==> src/rtl/control_pkg.sv <==
// rtl/control_pkg.sv - shared state, mux-select, ALU, opcode and funct3 constants for control_unit
package control_pkg;

  // Multicycle controller states; the numeric value is exported on State for debug.
  typedef enum logic [4:0] {
    ST_FETCH       = 5'd0,
    ST_FETCH_WAIT  = 5'd1,
    ST_DECODE      = 5'd2,
    ST_R_EXEC      = 5'd3,
    ST_I_EXEC      = 5'd4,
    ST_ALU_WB      = 5'd5,
    ST_SHIFT_WB    = 5'd6,
    ST_MEM_ADDR    = 5'd7,
    ST_MEM_READ    = 5'd8,
    ST_MEM_WAIT    = 5'd9,
    ST_LOAD_WB     = 5'd10,
    ST_STORE_READ  = 5'd11,
    ST_STORE_WAIT  = 5'd12,
    ST_STORE_WRITE = 5'd13,
    ST_BRANCH      = 5'd14,
    ST_JALR_ADDR   = 5'd15,
    ST_JAL_LINK    = 5'd16,
    ST_JUMP        = 5'd17,
    ST_LUI_WB      = 5'd18,
    ST_NEXT_PC     = 5'd19,
    ST_HALT        = 5'd20
  } state_e;

  // MuxA operand select
  localparam logic [2:0] MUXA_PC      = 3'd0;
  localparam logic [2:0] MUXA_REGA    = 3'd1;

  // MuxB operand select
  localparam logic [2:0] MUXB_REGB    = 3'd0;
  localparam logic [2:0] MUXB_FOUR    = 3'd1;
  localparam logic [2:0] MUXB_SIGN    = 3'd2;
  localparam logic [2:0] MUXB_SHL     = 3'd3;

  // Register-file write-data select
  localparam logic [2:0] MEM_ALUOUT   = 3'd0;
  localparam logic [2:0] MEM_LOAD     = 3'd1;
  localparam logic [2:0] MEM_ALUEXIT  = 3'd2;
  localparam logic [2:0] MEM_SIGN     = 3'd3;
  localparam logic [2:0] MEM_LT       = 3'd4;
  localparam logic [2:0] MEM_SHIFT    = 3'd5;

  // ALU operations
  localparam logic [2:0] ALU_NOP      = 3'b000;
  localparam logic [2:0] ALU_ADD      = 3'b001;
  localparam logic [2:0] ALU_SUB      = 3'b010;
  localparam logic [2:0] ALU_AND      = 3'b011;

  // Shifter operations
  localparam logic [1:0] SH_SLL       = 2'b00;
  localparam logic [1:0] SH_SRL       = 2'b01;
  localparam logic [1:0] SH_SRA       = 2'b10;

  // Opcodes
  localparam logic [6:0] OPC_R        = 7'b0110011;
  localparam logic [6:0] OPC_I        = 7'b0010011;
  localparam logic [6:0] OPC_LOAD     = 7'b0000011;
  localparam logic [6:0] OPC_STORE    = 7'b0100011;
  localparam logic [6:0] OPC_BRANCH   = 7'b1100011;
  localparam logic [6:0] OPC_JAL      = 7'b1101111;
  localparam logic [6:0] OPC_JALR     = 7'b1100111;
  localparam logic [6:0] OPC_LUI      = 7'b0110111;

  // funct3 values
  localparam logic [2:0] F3_ADD_SUB   = 3'b000;
  localparam logic [2:0] F3_SLL       = 3'b001;
  localparam logic [2:0] F3_SLT       = 3'b010;
  localparam logic [2:0] F3_SR        = 3'b101;
  localparam logic [2:0] F3_AND       = 3'b111;
  localparam logic [2:0] F3_SD        = 3'b011;
  localparam logic [2:0] F3_BEQ       = 3'b000;
  localparam logic [2:0] F3_BNE       = 3'b001;
  localparam logic [2:0] F3_BLT       = 3'b100;
  localparam logic [2:0] F3_BGE       = 3'b101;

  // Branch decision from funct3 and the ALU compare flags; unknown funct3 never branches.
  function automatic logic branch_taken(input logic [2:0] funct3, input logic igual,
                                        input logic menor);
    case (funct3)
      F3_BEQ:  return igual;
      F3_BNE:  return !igual;
      F3_BLT:  return menor;
      F3_BGE:  return !menor;
      default: return 1'b0;
    endcase
  endfunction

endpackage

==> src/rtl/control_unit.sv <==
// rtl/control_unit.sv - multicycle RISC-V style datapath controller (Moore FSM)
//
// Ports:
//   clk            processor clock, rising edge
//   rst            asynchronous active-low reset; forces FETCH and silences every output
//   i31_0          instruction register (opcode [6:0], funct3 [14:12], funct7 bit [30])
//   AluIgual       ALU equality flag
//   AluMenor       ALU signed less-than flag
//   PCwrite, PCWriteCond, SelMuxPC, SelMuxAddr, MemRead, MemData_Write, IRWrite,
//   RegWrite, loadRegA, loadRegB, loadRegMemData, loadRegAluOut   1-bit strobes/selects
//   SelMuxA, SelMuxB, SelMuxMem, AluOperation                      3-bit selects
//   Shift          shifter operation
//   LoadTYPE, StoreTYPE  funct3 passed to the memory during the access, else 0
//   State          current state encoding
module control_unit
  import control_pkg::*;
(
  input  logic        clk,
  input  logic        rst,
  input  logic [31:0] i31_0,
  input  logic        AluIgual,
  input  logic        AluMenor,
  output logic        PCwrite,
  output logic        PCWriteCond,
  output logic        SelMuxPC,
  output logic        SelMuxAddr,
  output logic        MemRead,
  output logic        MemData_Write,
  output logic        IRWrite,
  output logic        RegWrite,
  output logic        loadRegA,
  output logic        loadRegB,
  output logic        loadRegMemData,
  output logic        loadRegAluOut,
  output logic [2:0]  SelMuxA,
  output logic [2:0]  SelMuxB,
  output logic [2:0]  SelMuxMem,
  output logic [2:0]  AluOperation,
  output logic [1:0]  Shift,
  output logic [2:0]  LoadTYPE,
  output logic [2:0]  StoreTYPE,
  output logic [4:0]  State
);

  state_e     state;
  state_e     state_next;
  logic [6:0] opcode;
  logic [2:0] funct3;
  logic       funct7_b30;
  logic       is_shift_imm;
  logic       is_slt;
  logic       unused_ir_bits;

  assign opcode       = i31_0[6:0];
  assign funct3       = i31_0[14:12];
  assign funct7_b30   = i31_0[30];
  assign is_shift_imm = (funct3 == F3_SLL) || (funct3 == F3_SR);
  assign is_slt       = (opcode == OPC_R) && (funct3 == F3_SLT);

  // Register numbers and immediates are consumed by the datapath, not here.
  assign unused_ir_bits = ^{i31_0[31], i31_0[29:15], i31_0[11:7]};

  assign State = state;

  always_ff @(posedge clk or negedge rst) begin
    if (!rst) state <= ST_FETCH;
    else      state <= state_next;
  end

  always_comb begin
    state_next = state;
    case (state)
      ST_FETCH:      state_next = ST_FETCH_WAIT;
      ST_FETCH_WAIT: state_next = ST_DECODE;
      ST_DECODE: begin
        case (opcode)
          OPC_R:      state_next = ST_R_EXEC;
          OPC_I:      state_next = is_shift_imm ? ST_SHIFT_WB : ST_I_EXEC;
          OPC_LOAD:   state_next = ST_MEM_ADDR;
          OPC_STORE:  state_next = ST_MEM_ADDR;
          OPC_BRANCH: state_next = ST_BRANCH;
          OPC_JAL:    state_next = ST_JAL_LINK;
          OPC_JALR:   state_next = ST_JALR_ADDR;
          OPC_LUI:    state_next = ST_LUI_WB;
          default:    state_next = ST_HALT;
        endcase
      end
      ST_R_EXEC:      state_next = ST_ALU_WB;
      ST_I_EXEC:      state_next = ST_ALU_WB;
      ST_ALU_WB:      state_next = ST_NEXT_PC;
      ST_SHIFT_WB:    state_next = ST_NEXT_PC;
      // Doubleword stores overwrite the whole word, so they skip the read-modify-write.
      ST_MEM_ADDR: begin
        if (opcode == OPC_LOAD)    state_next = ST_MEM_READ;
        else if (funct3 == F3_SD)  state_next = ST_STORE_WRITE;
        else                       state_next = ST_STORE_READ;
      end
      ST_MEM_READ:    state_next = ST_MEM_WAIT;
      ST_MEM_WAIT:    state_next = ST_LOAD_WB;
      ST_LOAD_WB:     state_next = ST_NEXT_PC;
      ST_STORE_READ:  state_next = ST_STORE_WAIT;
      ST_STORE_WAIT:  state_next = ST_STORE_WRITE;
      ST_STORE_WRITE: state_next = ST_NEXT_PC;
      ST_BRANCH:      state_next = branch_taken(funct3, AluIgual, AluMenor) ? ST_FETCH
                                                                            : ST_NEXT_PC;
      ST_JALR_ADDR:   state_next = ST_JAL_LINK;
      ST_JAL_LINK:    state_next = ST_JUMP;
      ST_JUMP:        state_next = ST_FETCH;
      ST_LUI_WB:      state_next = ST_NEXT_PC;
      ST_NEXT_PC:     state_next = ST_FETCH;
      ST_HALT:        state_next = ST_HALT;
      default:        state_next = ST_FETCH;
    endcase
  end

  // Reset gates the outputs combinationally so they drop the moment rst falls.
  always_comb begin
    PCwrite        = 1'b0;
    PCWriteCond    = 1'b0;
    SelMuxPC       = 1'b0;
    SelMuxAddr     = 1'b0;
    MemRead        = 1'b0;
    MemData_Write  = 1'b0;
    IRWrite        = 1'b0;
    RegWrite       = 1'b0;
    loadRegA       = 1'b0;
    loadRegB       = 1'b0;
    loadRegMemData = 1'b0;
    loadRegAluOut  = 1'b0;
    SelMuxA        = MUXA_PC;
    SelMuxB        = MUXB_REGB;
    SelMuxMem      = MEM_ALUOUT;
    AluOperation   = ALU_NOP;
    Shift          = SH_SLL;
    LoadTYPE       = 3'b000;
    StoreTYPE      = 3'b000;
    if (rst) begin
      case (state)
        ST_FETCH: begin
          SelMuxAddr = 1'b0;
          MemRead    = 1'b1;
        end
        ST_FETCH_WAIT: IRWrite = 1'b1;
        // Branch/jal target PC + (imm << 1) is precomputed while operands load.
        ST_DECODE: begin
          SelMuxA       = MUXA_PC;
          SelMuxB       = MUXB_SHL;
          AluOperation  = ALU_ADD;
          loadRegAluOut = 1'b1;
          loadRegA      = 1'b1;
          loadRegB      = 1'b1;
        end
        ST_R_EXEC: begin
          SelMuxA       = MUXA_REGA;
          SelMuxB       = MUXB_REGB;
          loadRegAluOut = 1'b1;
          case (funct3)
            F3_ADD_SUB: AluOperation = funct7_b30 ? ALU_SUB : ALU_ADD;
            F3_AND:     AluOperation = ALU_AND;
            F3_SLT:     AluOperation = ALU_SUB;
            default:    AluOperation = ALU_NOP;
          endcase
        end
        // slt writes the live AluMenor flag, so the compare operands stay selected.
        ST_ALU_WB: begin
          RegWrite = 1'b1;
          if (is_slt) begin
            SelMuxA      = MUXA_REGA;
            SelMuxB      = MUXB_REGB;
            AluOperation = ALU_SUB;
            SelMuxMem    = MEM_LT;
          end
        end
        ST_SHIFT_WB: begin
          RegWrite  = 1'b1;
          SelMuxMem = MEM_SHIFT;
          if (funct3 == F3_SLL) Shift = SH_SLL;
          else                  Shift = funct7_b30 ? SH_SRA : SH_SRL;
        end
        ST_I_EXEC, ST_MEM_ADDR, ST_JALR_ADDR: begin
          SelMuxA       = MUXA_REGA;
          SelMuxB       = MUXB_SIGN;
          AluOperation  = ALU_ADD;
          loadRegAluOut = 1'b1;
        end
        ST_MEM_READ, ST_STORE_READ: begin
          SelMuxAddr = 1'b1;
          MemRead    = 1'b1;
        end
        ST_MEM_WAIT, ST_STORE_WAIT: loadRegMemData = 1'b1;
        ST_LOAD_WB: begin
          RegWrite  = 1'b1;
          SelMuxMem = MEM_LOAD;
          LoadTYPE  = funct3;
        end
        ST_STORE_WRITE: begin
          SelMuxAddr    = 1'b1;
          MemData_Write = 1'b1;
          StoreTYPE     = funct3;
        end
        ST_BRANCH: begin
          SelMuxA      = MUXA_REGA;
          SelMuxB      = MUXB_REGB;
          AluOperation = ALU_SUB;
          PCWriteCond  = 1'b1;
          if (branch_taken(funct3, AluIgual, AluMenor)) begin
            PCwrite  = 1'b1;
            SelMuxPC = 1'b1;
          end
        end
        // Link value PC + 4 goes straight from the ALU into rd.
        ST_JAL_LINK: begin
          SelMuxA      = MUXA_PC;
          SelMuxB      = MUXB_FOUR;
          AluOperation = ALU_ADD;
          RegWrite     = 1'b1;
          SelMuxMem    = MEM_ALUEXIT;
        end
        ST_JUMP: begin
          PCwrite  = 1'b1;
          SelMuxPC = 1'b1;
        end
        ST_LUI_WB: begin
          RegWrite  = 1'b1;
          SelMuxMem = MEM_SIGN;
        end
        ST_NEXT_PC: begin
          SelMuxA      = MUXA_PC;
          SelMuxB      = MUXB_FOUR;
          AluOperation = ALU_ADD;
          PCwrite      = 1'b1;
          SelMuxPC     = 1'b0;
        end
        default: ;
      endcase
    end
  end

endmodule

==> config.mk <==
export PLATFORM = sky130hd
export DESIGN_NAME = control_unit
export DESIGN_NICKNAME = d
export VERILOG_FILES = /design/src/rtl/control_pkg.sv /design/src/rtl/control_unit.sv
export SDC_FILE = /design/constraint.sdc
export NUM_CORES = 1
export LEC_CHECK = 0
export BUFFER_PORTS_ARGS = -buffer_cell sky130_fd_sc_hd__buf_2
export CAP_MARGIN = 20
export CORE_ASPECT_RATIO = 1.1
export CORE_UTILIZATION = 39
export DETAILED_ROUTE_END_ITERATION = 6
export PLACE_DENSITY = 0.76
export SYNTH_ARGS = -nofsm -noshare
export SYNTH_HDL_FRONTEND = slang
export SYNTH_SLANG_ARGS = --single-unit
==> constraint.sdc <==
create_clock -name clk -period 1.5 [get_ports clk]
set_input_delay 0.375 -clock clk [delete_from_list [all_inputs] [get_ports clk]]
set_output_delay 0.375 -clock clk [all_outputs]
set_load 0.01 [all_outputs]
==> impl_metrics.toml, run 1 <==
[critical_path]
worst-setup-path-type = "reg2out"
cp_data_required_time_ps = 1120
crit_path_cell_trace = "and2b_4 > nand2b_4 > o31ai_4 > a21oi_1 > nor2_1 > buf_2"
critical-path-slowest-cell = "sky130_fd_sc_hd__dfrtp_2"
worstPathArrival_ps = 1820
cp_max_fo = 5
crit_end_category = "output pin"
regToRegSetupSlack_ps = -190
start_kind = "register"
largest_stage_delay_worst_path_ps = 460

[die]
boundaryPins = 73
initial_core_util = 0.418
die_x_microns = 54.5
fp.coreArea_sq_um = 2830
die-height_microns = 59.7
rows = 20
die_area_sq_um = 3250

[sta]
layout_min_cycle_time_ps = 2200
final_hold_violations = 0
tns_ps = -14200
rsz0062_at_grt = "yes"
timing.max_slew.rel_slack = 0.569
max_clock_freq_mhz = 455
clock-skew-final_ps = 15.8
post-route-worst-setup-slack_ps = -699
final-max-slew-violation-count = 0
max_slew.worst_pin.slew_ps = 645
setup-violations-final = 33
period_share = 1.47

[detailed_routing]
final_wl_mm = 6.01
final_antenna_violating_net_count = 0
drt_pass1_iterations = 4
initialDrtViolationCount = 100
post-route-drc-count = 0
detail_route.vias_per_cell = 5.90
via_count = 1875
post_drt_wl_per_cell_microns = 18.9

[yosys]
synth_sequential_area_ratio = 0.106
netlist.top_cell.by_area = "sky130_fd_sc_hd__dfrtp_1"
synthesis.yosys.warnings = 0
synth-edff-count = 0
netlist_area_sq_um = 1180
yosys-top-cells-count = "sky130_fd_sc_hd__nor2_1 (18), sky130_fd_sc_hd__nand2_1 (17), sky130_fd_sc_hd__a21oi_1 (9), sky130_fd_sc_hd__and2_1 (9), sky130_fd_sc_hd__buf_4 (8)"
synth_seq_cells = 5
avgSynthCellArea_sq_um = 6.99
synth_async_reset_ratio = 1.00
synthTopCellsByArea = "sky130_fd_sc_hd__dfrtp_1 (11%), sky130_fd_sc_hd__nor2_1 (5.7%), sky130_fd_sc_hd__buf_6 (5.7%), sky130_fd_sc_hd__nand2_1 (5.4%), sky130_fd_sc_hd__buf_4 (5.1%)"
yosys.cell_count.top_type = "sky130_fd_sc_hd__nor2_1"
share_of_the_synthesized_area_in_the_top_cell_type = 0.106
post_synth_inst_count = 169
synth_flop_cell = "sky130_fd_sc_hd__dfrtp_1"
yosys.cell_types.count = 56

[final_layout]
multi_input_area_sq_um = 1210
seq_area_sq_um = 131
stdcell_count = 318
final_layout_size_suffix_gt1_frac = 0.663
areaGrowthSynthToFinish_pct = 105
nFillCells = 158
antenna-diode-count = 0
flip_flop_count_of_the_largest_register_after_layout = 5
final_nets = 322

[run]
max_cap_violations = 0

[placed_design]
dp.final_hpwl_mm = 3.28
place_congestion = 0.901
placed_cells_incl_taps = 296
placement.io_buffers = 47

[grt]
number_of_antenna_violations_at_the_first_check_in_global_routing = 0
globalRouteTotalUtil = 0.320
grt_pass1_wl_mm = 7.53
grt_start_max_net_pins = 10
first_global_vias = 1656
gr-total-overflow = 0

[cts]
cts.sinks = 5
cts-htree-levels = 1
cts-root-to-sink-buffers = 2
clkSlewWorstSetupHoldPaths_ps = 60
cts_hold_buf = 0
cts_buffers = 3
tritoncts = "done"
clock_insertion_delay_worst_skew_ps = 270
root_buffer = "sky130_fd_sc_hd__clkbuf_4"

[power_and_ir_drop]
power.static_leakage_nw = 1.14
ir_drop_mv = 1.42
power_density_nw_per_um2 = 1840

[run_status]
result_of_the_run = "finished, violations left"
failing_checks = "setup timing"

[min_path]
worst_hold_path_type = "in2async"
## layout make-up
type	instances	share of cell area
Multi-Input combinational cell	146	0.502
Clock buffer	4	0.0109
Inverter	2	0.00827
Sequential cell	5	0.0543
Tap cell	33	0.0171
Timing Repair Buffer	128	0.408
## what timing repair did
action,4_1_cts,5_1_grt
resized for setup,47,49
endpoints found under the setup margin,31,34
pin swaps,18,25
buffers inserted,14,10
## per-stage QoR
| step | hold WS (ps) | utilization | power, mW | worst slack [ps] | cell area (sq um) |
|---|---|---|---|---|---|
| 2_1_floorplan | 79.4 | - | 1.72 | -176 | 1250 |
| 3_3_place_gp | 574 | 0.651 | 2.69 | -324 | 1840 |
| 3_5_place_dp | 576 | 0.651 | 2.75 | -358 | 1840 |
| 4_1_cts | 355 | 0.765 | 3.56 | -525 | 2160 |
| 5_1_grt | 353 | 0.856 | 4.65 | -702 | 2420 |
| 6_report | 370 | 0.856 | 4.45 | -699 | 2420 |
## metal layers
layer / vias up / GRT usage / share of wire
met5: - / 0 / 0
met4: 0 / 0.161 / 0.058
met3: 42 / 0.0331 / 0.073
met2: 137 / 0.556 / 0.50
met1: 862 / 0.378 / 0.37
li1: 834 / - / -
## critical path: cells and delay by family, from the launching register on
kind                   cells  cell delay [ps]
DFF                        1              460
buffers and inverters      1              160
AOI/OAI and AO/OA          2              330
and+or+nand+nor            3              600
## power by group
| part | leakage (nW) | switching, mW | internal (mW) | total, mW |
|---|---|---|---|---|
| sequential | 0.0570 | 0.162 | 0.207 | 0.368 |
| clock | 0.0150 | 0.0780 | 0.102 | 0.180 |
| combinational | 1.07 | 1.90 | 1.99 | 3.90 |
| total | 1.14 | 2.14 | 2.30 | 4.45 |
## worst paths after layout
kind,start,endpoint,cells after the start
setup reg to reg,State[3],State[1],8
hold reg to reg,State[4],State[3],2
hold / removal,rst,State[2],4
setup / recovery,State[4],AluOperation[1],6
max in group asynchronous,rst,State[0],4
min in group clk,i31_0[13],State[2],3
## logic make-up (layout without fill, tap and decap cells)
family,count (synthesis),after routing,synth area share
AO/OA/AOI/OAI,42,42,0.251
other,1,4,0.00317
XOR/XNOR,7,7,0.0519
flip-flops,5,5,0.106
AND/OR/NAND/NOR,92,92,0.438
multiplexers,1,1,0.00847
buffers and inverters,21,134,0.142
## cell usage in the layout (no fill, tap or decap), types with 2 or more instances in the layout
cell type and instances:
sky130_fd_sc_hd__buf_4 58, sky130_fd_sc_hd__buf_2 41, sky130_fd_sc_hd__buf_6 25, sky130_fd_sc_hd__nor2_1 14
sky130_fd_sc_hd__nand2_1 10, sky130_fd_sc_hd__a21oi_1 8, sky130_fd_sc_hd__and2_1 6, sky130_fd_sc_hd__nor2_4 6
sky130_fd_sc_hd__dfrtp_2 5, sky130_fd_sc_hd__xnor2_1 5, sky130_fd_sc_hd__nand2_2 4, sky130_fd_sc_hd__nand3_1 4
sky130_fd_sc_hd__and3_1 4, sky130_fd_sc_hd__and2_4 4, sky130_fd_sc_hd__o211ai_1 4, sky130_fd_sc_hd__a31oi_1 4
sky130_fd_sc_hd__conb_1 4, sky130_fd_sc_hd__nand2b_4 3, sky130_fd_sc_hd__o21ai_0 3, sky130_fd_sc_hd__nand3b_1 3
sky130_fd_sc_hd__nand2_4 3, sky130_fd_sc_hd__nand4_1 3, sky130_fd_sc_hd__nor3_2 3, sky130_fd_sc_hd__o21a_1 3
sky130_fd_sc_hd__clkbuf_4 3, sky130_fd_sc_hd__buf_8 3, sky130_fd_sc_hd__nor3b_1 2, sky130_fd_sc_hd__nor4_4 2
sky130_fd_sc_hd__nand3_4 2, sky130_fd_sc_hd__nor2b_1 2, sky130_fd_sc_hd__nand2b_1 2, sky130_fd_sc_hd__a21boi_2 2
Note: power is estimated with default switching activity, not from simulation.
==> run 2: changes to the inputs <==
--- a/config.mk
+++ b/config.mk
@@ -11,6 +11,7 @@
 export CORE_UTILIZATION = 39
 export DETAILED_ROUTE_END_ITERATION = 6
 export PLACE_DENSITY = 0.76
+export RECOVER_POWER = 50
 export SYNTH_ARGS = -nofsm -noshare
 export SYNTH_HDL_FRONTEND = slang
 export SYNTH_SLANG_ARGS = --single-unit
==> run 2 against run 1 <==
The flow still finishes with violations (setup timing). Clock skew hardly changed. Sequential cell count stayed put. Die area stayed put. Critical path type unchanged.
==> impl_metrics.toml, run 2 (synthesized netlist as in run 1, its figures left out) <==
[run_status]
result_of_the_run = "finished, violations left"
failing_checks = "setup timing"

[final_layout]
nFillCells = 162
final_nets = 322
antenna-diode-count = 0
final_layout_size_suffix_gt1_frac = 0.653
flip_flop_count_of_the_largest_register_after_layout = 5
seq_area_sq_um = 131
multi_input_area_sq_um = 1210
stdcell_count = 318
mostFrequentLayoutCell = "sky130_fd_sc_hd__buf_4"
layout.cells.most_common_list = "sky130_fd_sc_hd__buf_4 (56), sky130_fd_sc_hd__buf_2 (40), sky130_fd_sc_hd__buf_6 (25)"
areaGrowthSynthToFinish_pct = 104

[critical_path]
critical-path-slowest-cell = "sky130_fd_sc_hd__dfrtp_2"
crit_path_cell_trace = "and2b_4 > nand2b_4 > o31ai_4 > a21oi_1 > nor2_1 > buf_2"
worst-setup-path-type = "reg2out"
worstPathArrival_ps = 1790
cp_data_required_time_ps = 1120
crit_end_category = "output pin"
start_kind = "register"
cp_max_fo = 5
largest_stage_delay_worst_path_ps = 470

[sta]
max_slew.worst_pin.slew_ps = 645
period_share = 1.44
layout_min_cycle_time_ps = 2170
timing.max_slew.rel_slack = 0.569
finalHoldWorstSlack_ps = 629
final-max-slew-violation-count = 0
final_hold_violations = 0
post-route-worst-setup-slack_ps = -666
tns_ps = -14130
setup-violations-final = 33
clock-skew-final_ps = 16.2
rsz0062_at_grt = "yes"
max_clock_freq_mhz = 462

[grt]
grt_start_max_net_pins = 10
grt_pass1_wl_mm = 7.53
globalRouteTotalUtil = 0.320
first_global_vias = 1656
gr-total-overflow = 0
number_of_antenna_violations_at_the_first_check_in_global_routing = 0

[detailed_routing]
wl_met3_microns = 411
detail_route.vias_per_cell = 5.86
met1_length_mm = 2.20
final_wl_mm = 5.95
dr_wl_met2_mm = 2.99
via_count = 1862
post_drt_wl_per_cell_microns = 18.7
drt_pass1_iterations = 4
post-route-drc-count = 0
top_layer = "met4"
final_antenna_violating_net_count = 0
initialDrtViolationCount = 100

[power_and_ir_drop]
ir_drop_mv = 1.41
power.static_leakage_nw = 1.13
power_density_nw_per_um2 = 1840
total_power_mw = 4.43

[cts]
cts_buffers = 3
cts-htree-levels = 1
root_buffer = "sky130_fd_sc_hd__clkbuf_4"
clock_insertion_delay_worst_skew_ps = 270
clkSlewWorstSetupHoldPaths_ps = 60
tritoncts = "done"
cts-root-to-sink-buffers = 2
cts.sinks = 5

[placed_design]
place_congestion = 0.901
placement.setup.worst_slack_ps = -358
placement.io_buffers = 47
placed_cells_incl_taps = 296
dp.final_hpwl_mm = 3.28

[run]
max_cap_violations = 0

[die]
initial_core_util = 0.418
rows = 20
die_x_microns = 54.5
die_area_sq_um = 3250
fp.coreArea_sq_um = 2830
die-height_microns = 59.7
boundaryPins = 73

[min_path]
worst_hold_path_type = "in2reg"
==> run 2: changes by cell type in the layout (fill, tap and decap cells not counted) <==
cell and change:
sky130_fd_sc_hd__buf_4 -2, sky130_fd_sc_hd__clkbuf_1 +3, sky130_fd_sc_hd__buf_2 -1
==> run 2: worst max-delay path, delay by kind of cell, from the launching register on <==
kind | cells | cell delay [ps]
simple gates | 3 | 570
compound gates | 2 | 330
flops | 1 | 470
buf+inv | 1 | 150
==> run 2: path summary, 6_finish.rpt <==
| kind | slack (ps) | start | depth (start not counted) | end |
|---|---|---|---|---|
| worst max register to register | -180 | State[3] | 8 | State[1] |
| worst max-delay path | -670 | State[4] | 6 | AluOperation[1] |
| min in group asynchronous | 670 | rst | 4 | State[2] |
| max in group asynchronous | 520 | rst | 4 | State[0] |
| worst min-delay path | 630 | i31_0[13] | 3 | State[2] |
| worst min register to register | 690 | State[4] | 2 | State[3] |
==> run 2: metrics by stage <==
| step | cell area, sq um | utilization |
|---|---|---|
| after global routing | 2410 | 0.853 |
| after CTS | 2160 | 0.765 |
| after floorplan | 1250 | - |
| after global placement | 1840 | 0.651 |
| final | 2410 | 0.853 |
| after detailed placement | 1840 | 0.651 |
==> run 2: area by class of cell <==
type | instances | share of cell area
repair buffers | 128 | 0.406
multi-input cells | 146 | 0.503
clock buffers | 4 | 0.0109
inverters | 2 | 0.00830
well taps | 33 | 0.0171
flip-flops and latches | 5 | 0.0545
==> run 2: per-layer routing <==
layer,GRT usage,vias to the layer above
met1,0.378,852
met4,0.161,0
met2,0.556,133
li1,-,837
met3,0.0331,40
met5,0,-
==> run 2: repair_timing <==
action / CTS / global route
pin swaps: 18 / 25
endpoints found under the setup margin: 31 / 34
cloned: 0 / 0
gates resized for setup: 47 / 49
hold buffers: 0 / 0
setup buffers: 14 / 10
==> run 2: power by group <==
| group | switching, mW | leakage [nW] | internal (mW) |
|---|---|---|---|
| registers | 0.157 | 0.0570 | 0.207 |
| logic | 1.89 | 1.06 | 1.99 |
| clock network | 0.0772 | 0.0150 | 0.102 |
| total | 2.13 | 1.13 | 2.30 |
